File: config.mk
export PLATFORM = sky130hd
export DESIGN_NAME = alu_cmd_ctrl
export DESIGN_NICKNAME = d
export VERILOG_FILES = /design/src/rtl/alu_pkg.sv /design/src/rtl/alu_cmd_ctrl_byte_serializer.sv /design/src/rtl/alu_cmd_ctrl.sv
export SDC_FILE = /design/constraint.sdc
export NUM_CORES = 1
export LEC_CHECK = 0
export CORE_MARGIN = 2
export CORE_UTILIZATION = 50
export CTS_CLUSTER_DIAMETER = 50
export CTS_CLUSTER_SIZE = 14
export DETAILED_ROUTE_END_ITERATION = 7
export PLACE_DENSITY = 0.78
export SLEW_MARGIN = 20
export SYNTH_ARGS = -nofsm -noshare
export SYNTH_HDL_FRONTEND = slang
export SYNTH_SLANG_ARGS = --single-unit
File: constraint.sdc
create_clock -name clk_i -period 7.3 [get_ports clk_i]
set_input_delay 1.095 -clock clk_i [delete_from_list [all_inputs] [get_ports clk_i]]
set_output_delay 1.095 -clock clk_i [all_outputs]
set_load 0.1 [all_outputs]
File: src/rtl/alu_pkg.sv
// Shared types and constants for the ALU command sequencer.
package alu_pkg;

    typedef enum logic [3:0] {
        StOp,
        StRsv,
        StLenLo,
        StLenHi,
        StStart,
        StStream,
        StWaitDone,
        StTx,
        StDrain,
        StErr
    } ctrl_state_e;

    localparam logic [7:0] OP_ADD    = 8'hA0;
    localparam logic [7:0] ERR_BYTE  = 8'hEE;
    localparam int unsigned HDR_BYTES = 4;

endpackage

File: src/rtl/alu_cmd_ctrl_byte_serializer.sv
// Registered word-to-byte shifter with valid/ready; sends i_nbytes bytes, MSB first.
module byte_serializer #(
    parameter int unsigned BYTE_W = 8,
    parameter int unsigned NBYTES = 4,
    parameter int unsigned CNT_W  = 3
) (
    input  logic                     i_clk,
    input  logic                     i_rst_n,
    input  logic                     i_load,
    input  logic [BYTE_W*NBYTES-1:0] i_data,
    input  logic [CNT_W-1:0]         i_nbytes,
    input  logic                     i_ready,
    output logic                     o_valid,
    output logic [BYTE_W-1:0]        o_data,
    output logic                     o_done
);

    localparam int unsigned W = BYTE_W * NBYTES;

    logic [W-1:0]     r_shift;
    logic [CNT_W-1:0] r_left;
    logic             r_valid;
    logic             w_fire;

    assign w_fire = r_valid & i_ready;

    always_ff @(posedge i_clk or negedge i_rst_n) begin
        if (!i_rst_n) begin
            r_shift <= '0;
            r_left  <= '0;
            r_valid <= 1'b0;
        end else if (i_load) begin
            r_shift <= i_data;
            r_left  <= i_nbytes;
            r_valid <= (i_nbytes != '0);
        end else if (w_fire) begin
            // Next byte becomes visible the cycle after the handshake.
            r_shift <= {r_shift[W-BYTE_W-1:0], {BYTE_W{1'b0}}};
            r_left  <= r_left - CNT_W'(1);
            r_valid <= (r_left != CNT_W'(1));
        end
    end

    assign o_valid = r_valid;
    assign o_data  = r_shift[W-1 -: BYTE_W];
    assign o_done  = w_fire & (r_left == CNT_W'(1));

endmodule

File: src/rtl/alu_cmd_ctrl.sv
// Packet parser between the UART byte streams and the accumulating adder;
// forwards operands, waits for the sum and returns it (or an error byte) on TX.
module alu_cmd_ctrl
    import alu_pkg::*;
#(
    parameter int unsigned          datawidth_p = 8,
    parameter int unsigned          timeout_p   = 1024,
    parameter logic [datawidth_p-1:0] op_add_p  = OP_ADD,
    parameter logic [datawidth_p-1:0] err_byte_p = ERR_BYTE
) (
    input  logic                   clk_i,
    input  logic                   rst_ni,
    input  logic                   rx_valid_i,
    input  logic [datawidth_p-1:0] rx_data_i,
    output logic                   rx_ready_o,
    output logic                   tx_valid_o,
    output logic [datawidth_p-1:0] tx_data_o,
    input  logic                   tx_ready_i,
    output logic                   add_start_o,
    output logic                   add_valid_o,
    output logic [datawidth_p-1:0] add_data_o,
    output logic [15:0]            add_len_o,
    input  logic                   add_done_i,
    input  logic [31:0]            add_result_i
);

    localparam int unsigned TW   = (timeout_p > 1) ? $clog2(timeout_p) : 1;
    localparam int unsigned NB_W = $clog2(HDR_BYTES) + 1;
    localparam int unsigned WW   = 4 * datawidth_p;

    ctrl_state_e            r_state;
    ctrl_state_e            w_next;
    logic [datawidth_p-1:0] r_opcode;
    logic [15:0]            r_len;
    logic [17:0]            r_cnt;
    logic [TW-1:0]          r_tout;

    logic                   w_rdy_st;
    logic                   w_acc;
    logic [15:0]            w_len_full;
    logic [17:0]            w_cnt_load;
    logic                   w_ser_load;
    logic [WW-1:0]          w_ser_data;
    logic [NB_W-1:0]        w_ser_n;
    logic                   w_ser_done;

    assign w_len_full = {rx_data_i[7:0], r_len[7:0]};
    assign w_cnt_load = {w_len_full, 2'b00} - 18'd1;
    assign w_acc      = rx_valid_i & rx_ready_o;

    always_comb begin
        w_next     = r_state;
        w_rdy_st   = 1'b0;
        w_ser_load = 1'b0;
        w_ser_data = '0;
        w_ser_n    = '0;
        case (r_state)
            StOp: begin
                w_rdy_st = 1'b1;
                if (w_acc) w_next = StRsv;
            end
            StRsv: begin
                w_rdy_st = 1'b1;
                if (w_acc) w_next = StLenLo;
            end
            StLenLo: begin
                w_rdy_st = 1'b1;
                if (w_acc) w_next = StLenHi;
            end
            StLenHi: begin
                w_rdy_st = 1'b1;
                if (w_acc) begin
                    if (r_opcode != op_add_p) begin
                        if (w_len_full == 16'd0) begin
                            w_next     = StErr;
                            w_ser_load = 1'b1;
                            w_ser_data = {err_byte_p, {(3*datawidth_p){1'b0}}};
                            w_ser_n    = NB_W'(1);
                        end else begin
                            w_next = StDrain;
                        end
                    end else if (w_len_full == 16'd0) begin
                        // Empty ADD never touches the adder; the answer is zero.
                        w_next     = StTx;
                        w_ser_load = 1'b1;
                        w_ser_n    = NB_W'(4);
                    end else begin
                        w_next = StStart;
                    end
                end
            end
            StStart, StStream: begin
                w_rdy_st = 1'b1;
                if (w_acc) w_next = (r_cnt == 18'd0) ? StWaitDone : StStream;
            end
            StWaitDone: begin
                if (add_done_i) begin
                    w_next     = StTx;
                    w_ser_load = 1'b1;
                    w_ser_data = add_result_i;
                    w_ser_n    = NB_W'(4);
                end else if (r_tout == TW'(timeout_p - 1)) begin
                    w_next     = StErr;
                    w_ser_load = 1'b1;
                    w_ser_data = {err_byte_p, {(3*datawidth_p){1'b0}}};
                    w_ser_n    = NB_W'(1);
                end
            end
            StDrain: begin
                w_rdy_st = 1'b1;
                if (w_acc && r_cnt == 18'd0) begin
                    w_next     = StErr;
                    w_ser_load = 1'b1;
                    w_ser_data = {err_byte_p, {(3*datawidth_p){1'b0}}};
                    w_ser_n    = NB_W'(1);
                end
            end
            StTx, StErr: begin
                if (w_ser_done) w_next = StOp;
            end
            default: w_next = StOp;
        endcase
    end

    always_ff @(posedge clk_i or negedge rst_ni) begin
        if (!rst_ni) begin
            r_state  <= StOp;
            r_opcode <= '0;
            r_len    <= '0;
            r_cnt    <= '0;
            r_tout   <= '0;
        end else begin
            r_state <= w_next;
            if (w_acc) begin
                case (r_state)
                    StOp:    r_opcode <= rx_data_i;
                    StLenLo: r_len[7:0] <= rx_data_i[7:0];
                    StLenHi: begin
                        r_len[15:8] <= rx_data_i[7:0];
                        r_cnt       <= w_cnt_load;
                    end
                    StStart, StStream, StDrain: begin
                        if (r_cnt != 18'd0) r_cnt <= r_cnt - 18'd1;
                    end
                    default: ;
                endcase
            end
            r_tout <= (r_state == StWaitDone) ? r_tout + TW'(1) : '0;
        end
    end

    // Ready is masked by reset so the host sees 0 for the whole reset window.
    assign rx_ready_o  = w_rdy_st & rst_ni;
    assign add_start_o = (r_state == StStart) & rx_valid_i;
    assign add_valid_o = (r_state == StStream) & rx_valid_i;
    assign add_data_o  = rx_data_i;
    assign add_len_o   = r_len;

    byte_serializer #(
        .BYTE_W (datawidth_p),
        .NBYTES (4),
        .CNT_W  (NB_W)
    ) u_ser (
        .i_clk    (clk_i),
        .i_rst_n  (rst_ni),
        .i_load   (w_ser_load),
        .i_data   (w_ser_data),
        .i_nbytes (w_ser_n),
        .i_ready  (tx_ready_i),
        .o_valid  (tx_valid_o),
        .o_data   (tx_data_o),
        .o_done   (w_ser_done)
    );

endmodule
# Word level (Yosys, flattened, before mapping)
# Cells that the tools add are included.
dict set report totals {
  reg_bits 92
  elab_cells 103
}
dict set report classes {
  bitwise 6
  addsub 4
  n_mux 45
  n_reduce_logical 17
  n_eq_ne 22
}
# cell n
set ops {}
lappend ops {{$mux 32} 8}
lappend ops {{$pmux 32 s3} 1}
lappend ops {{$mux 4} 10}
lappend ops {{$pmux 18 s2} 1}
lappend ops {{$sub 18x1->18 const B} 2}
lappend ops {{$pmux 4 s8} 1}
lappend ops {{$logic_not 18->1} 1}
lappend ops {{$mux 18} 1}
lappend ops {{$mux 3} 6}
lappend ops {{$reduce_bool 18->1} 1}
lappend ops {{$eq 4x3->1 const B} 4}
lappend ops {{$logic_not 16->1} 1}
lappend ops {{$ne 2x2->1 const B} 7}
lappend ops {{$mux 1} 12}
lappend ops {{$add 10x1->10 const B} 1}
lappend ops {{$eq 10x10->1 const B} 1}
lappend ops {{$mux 10} 1}
lappend ops {{$pmux 3 s3} 1}
lappend ops {{$eq 4x2->1 const B} 2}
lappend ops {{$eq 4x4->1 const B} 2}
lappend ops {{$ne 8x8->1 const B} 1}
lappend ops {{$reduce_and 8->1} 1}
lappend ops {{$reduce_or 7->1} 1}
lappend ops {{$and 1x1->1} 6}
lappend ops {{other kinds (16)} 21}

# Longest topological paths before layout
dict set report depth {
  ltp_word 10
  ltp_mapped 10
  depth_no_buf 8
}

# By module
# From an unflattened synthesis, not the netlist that was laid out.
dict set report unflattened {
  cells_unflattened 582
  area_unflattened_um2 5407.7
}
# mod cells_per_inst seq_area_each_um2 n_inst area_per_inst_um2
set by_module_without_submodules {}
lappend by_module_without_submodules {alu_cmd_ctrl 412 1401.3 1 3693.5}
lappend by_module_without_submodules {byte_serializer 170 900.9 1 1714.1}

# Worst setup path after synthesis
# No wires, ideal clock.
dict set report synth_path {
  path_type {input -> output}
  from {input port rx_valid_i}
  to {output port add_valid_o}
  setup_slack_ns 2.835
  stages 2
  arrival_time_ns 3.370
  n_path_buf 0
  required_time_ns 6.205
  path_cell_list {nand2_1 > nor3b_1}
}
dict set report synth_between {
  elab_chain_len 1
}
# item line_no
set synth_lines {}
lappend synth_lines {{start, declared} alu_cmd_ctrl.sv:13} ;# input logic rx_valid_i,
lappend synth_lines {{$and 1x1->1} alu_cmd_ctrl.sv:155} ;# assign add_valid_o = (r_state == StStream) & rx_valid_i;
lappend synth_lines {{end, declared} alu_cmd_ctrl.sv:20} ;# output logic add_valid_o,
# No other way between the ends.

# Final worst setup path
# Same ends and word-level chain as after synthesis.

==> reports/metrics.cfg <==
[final_layout]
finalInstanceArea_um2 = 5940
drive_gt1_share_pct = 10.6
area_delta_synth_final_pct = 19.3
final_cell_mix = dfrtp_1 (92), clkdlybuf4s50_1 (79), nand2_1 (49)
nFillCells = 840
n_antenna_cell = 0
final_nets = 613
final_common_cell = dfrtp_1

[yosys]
syn-instance-count = 508
synth_flop_cell = dfrtp_1
synth.distinct_cells = 62
yosysWarningCount = 0
syn_area_um2 = 4980
ys_ff_latch = 92
synth_edf_count = 0
postSynth.asyncResetShare_pct = 100
seq_area_frac_synth_pct = 46.3
syn_area_per_cell_um2 = 9.80
syn_nets = 559

[cts]
cts_tree = built
postCtsSetupBuffers = 0
ctsResizeCount = 0
cts_hold_buf = 0
cts.clk_slew.worst_paths_ns = 0.09
clock_latency_ns = 0.36
clk_path_buf_depth = 2
cts_num_sinks = 92
cts_max_level = 3
root_buffer = clkbuf_8
cts_buffers = 9

[power_and_ir_drop]
p_leak_nw = 2.45
powerDensity_nw_per_um2 = 402
ir_drop_v = 0.000263

[setup_path]
r2r-start = add_len_o[0]$_DFFE_PN0P_
cp_num_cells = 4
worst_path_largest_cell_delay_ns = 1.16
crit_family = buffers and inverters
r2r_slack_ns = 4.25
start_kind = input port
cp_common_cell = clkdlybuf4s50_1
cp_slowest_cell = clkdlybuf4s50_1
cp.required_ns = 6.20
r2r_cells = 8
r2r-end = u_ser.r_shift[2]$_DFFE_PN0P_
path_max_fanout = 5
critPathCaptureType = output pin
arrival_ns = 3.13
path_class = in -> out
path_cells = clkdlybuf4s50_1, nand2_1, nor3b_1, clkdlybuf4s50_1
critPathBufInv = 2

[drt]
ant_nets = 0
route.detailed.drc = 0
viasPerCell = 5.87
dr.pass1.iters = 5
wl_um = 11800
routedWlPerCell_um = 16.8
dr_total_vias = 4109
dr.first_iter.drc_count = 348

[global_routing]
grt_start_max_net_pins = 66
first_global_vias = 4112
antenna_found_initial = 0
grt_usage_pct = 22.6
grt-ovfl-total = 0
grt_pass1_wl_um = 20100

[die]
initial_utilization_pct = 51.1
core_area_um2 = 9730
rows = 36
pin_count = 81
fp.dieH_um = 104
die_w_um = 104
dieArea_um2 = 10800

[timing]
finalClockSkew_ns = 0.00801
rsz0062_at_grt = no
setup_viol = 0
finalCriticalPeriod_ns = 4.22
worst_pin_slew_ns = 1.00
slew_headroom_pct = 33.0
period_share_pct = 57.8
max_freq_mhz = 237
fin_ws_ns = 3.08
hold_viol = 0
finalMaxSlewViolations = 0
setup_tns_ns = 0

[min_path]
worstHoldPathCells = 1
hp-start = r_tout[0]$_DFF_PN0_
worst_hold_path.endpoint = r_tout[0]$_DFF_PN0_
hp-class = reg -> reg

[place]
place_area_um2 = 5730
port_buffers = 80
hpwl_um = 8210
place_ws_ns = 3.09
gp_congestion = 0.873

[job]
maxCapViolations = 0

[status]
outcome = finished clean

-- flip-flops by register name, summed over array words and instances, names as in the netlist --
name	flops
u_ser.o_valid	1
r_cnt	18
u_ser.r_shift	32
add_len_o	16
r_state	4
u_ser.r_left	3
r_tout	10
r_opcode	8
-- how the worst max path moves through the flow --
stage / slack, ns / startpoint / end
global route: 3.01 / rx_valid_i / add_valid_o
finish: 3.08 / rx_valid_i / add_valid_o
CTS: 3.08 / rx_valid_i / add_valid_o
floorplan: 2.84 / rx_valid_i / add_valid_o
global placement: 3.12 / rx_valid_i / add_valid_o
detailed placement: 3.09 / rx_valid_i / add_valid_o
-- per-layer routing --
layer / vias to the layer above / GRT usage, % / routed length (um)
met5: - / 0 / 0
li1: 1926 / - / -
met4: 0 / 8.49 / 199
met1: 2015 / 31.6 / 5320
met2: 149 / 35.8 / 5670
met3: 19 / 3.34 / 602
-- per-stage QoR --
step	hold WS, ns	instances	power (mW)	util, %
finish	0.476	700	2.38	61.0
global route	0.496	700	2.51	61.0
CTS	0.478	700	2.39	61.0
detailed placement	0.466	684	2.03	58.9
global placement	0.445	683	2.00	58.9
floorplan	0.433	508	1.76	-
-- power breakdown --
group          total [mW]  internal (mW)  switching (mW)  leakage, nW
Combinational        1.17          0.378           0.797         1.16
Sequential          0.857          0.679           0.178         1.19
Clock               0.352          0.176           0.176        0.102
Total                2.38           1.23            1.15         2.45
-- final cells by class --
cell class              instances  area [um2]  area share (%)
clock buffers                  12         155            2.61
clock inverters                 4        47.5           0.801
inverters                      10        37.5           0.632
multi-input cells             364        2390            40.3
flip-flops and latches         92        2300            38.8
well taps                     133         166            2.80
repair buffers                 85         833            14.0
-- cell usage after synthesis (all sizes together), types with 9 or more instances --
master   n  area share [%]
mux2i   24             4.8
xnor2   10             1.8
clkbuf  18             1.4
a21oi   28             2.8
nand2   49             3.7
mux2    28             6.3
nor4     9             1.1
nor2    46             3.6
dfrtp   92              46
inv     10            0.75
buf     24             3.6
a22o    10             1.8
o21ai   48             4.8
nor3    15             1.6
-- logic make-up after synthesis --
| family | count (synthesis) | synth area share, % |
|---|---|---|
| AO/OA/AOI/OAI | 125 | 15.7 |
| XOR/XNOR | 18 | 3.17 |
| adder cells (fa/ha/maj) | 6 | 1.51 |
| buffers and inverters | 52 | 5.71 |
| flip-flops | 92 | 46.3 |
| multiplexers | 52 | 11.2 |
| AND/OR/NAND/NOR | 163 | 16.5 |
Power figures use the tool's default switching activity.
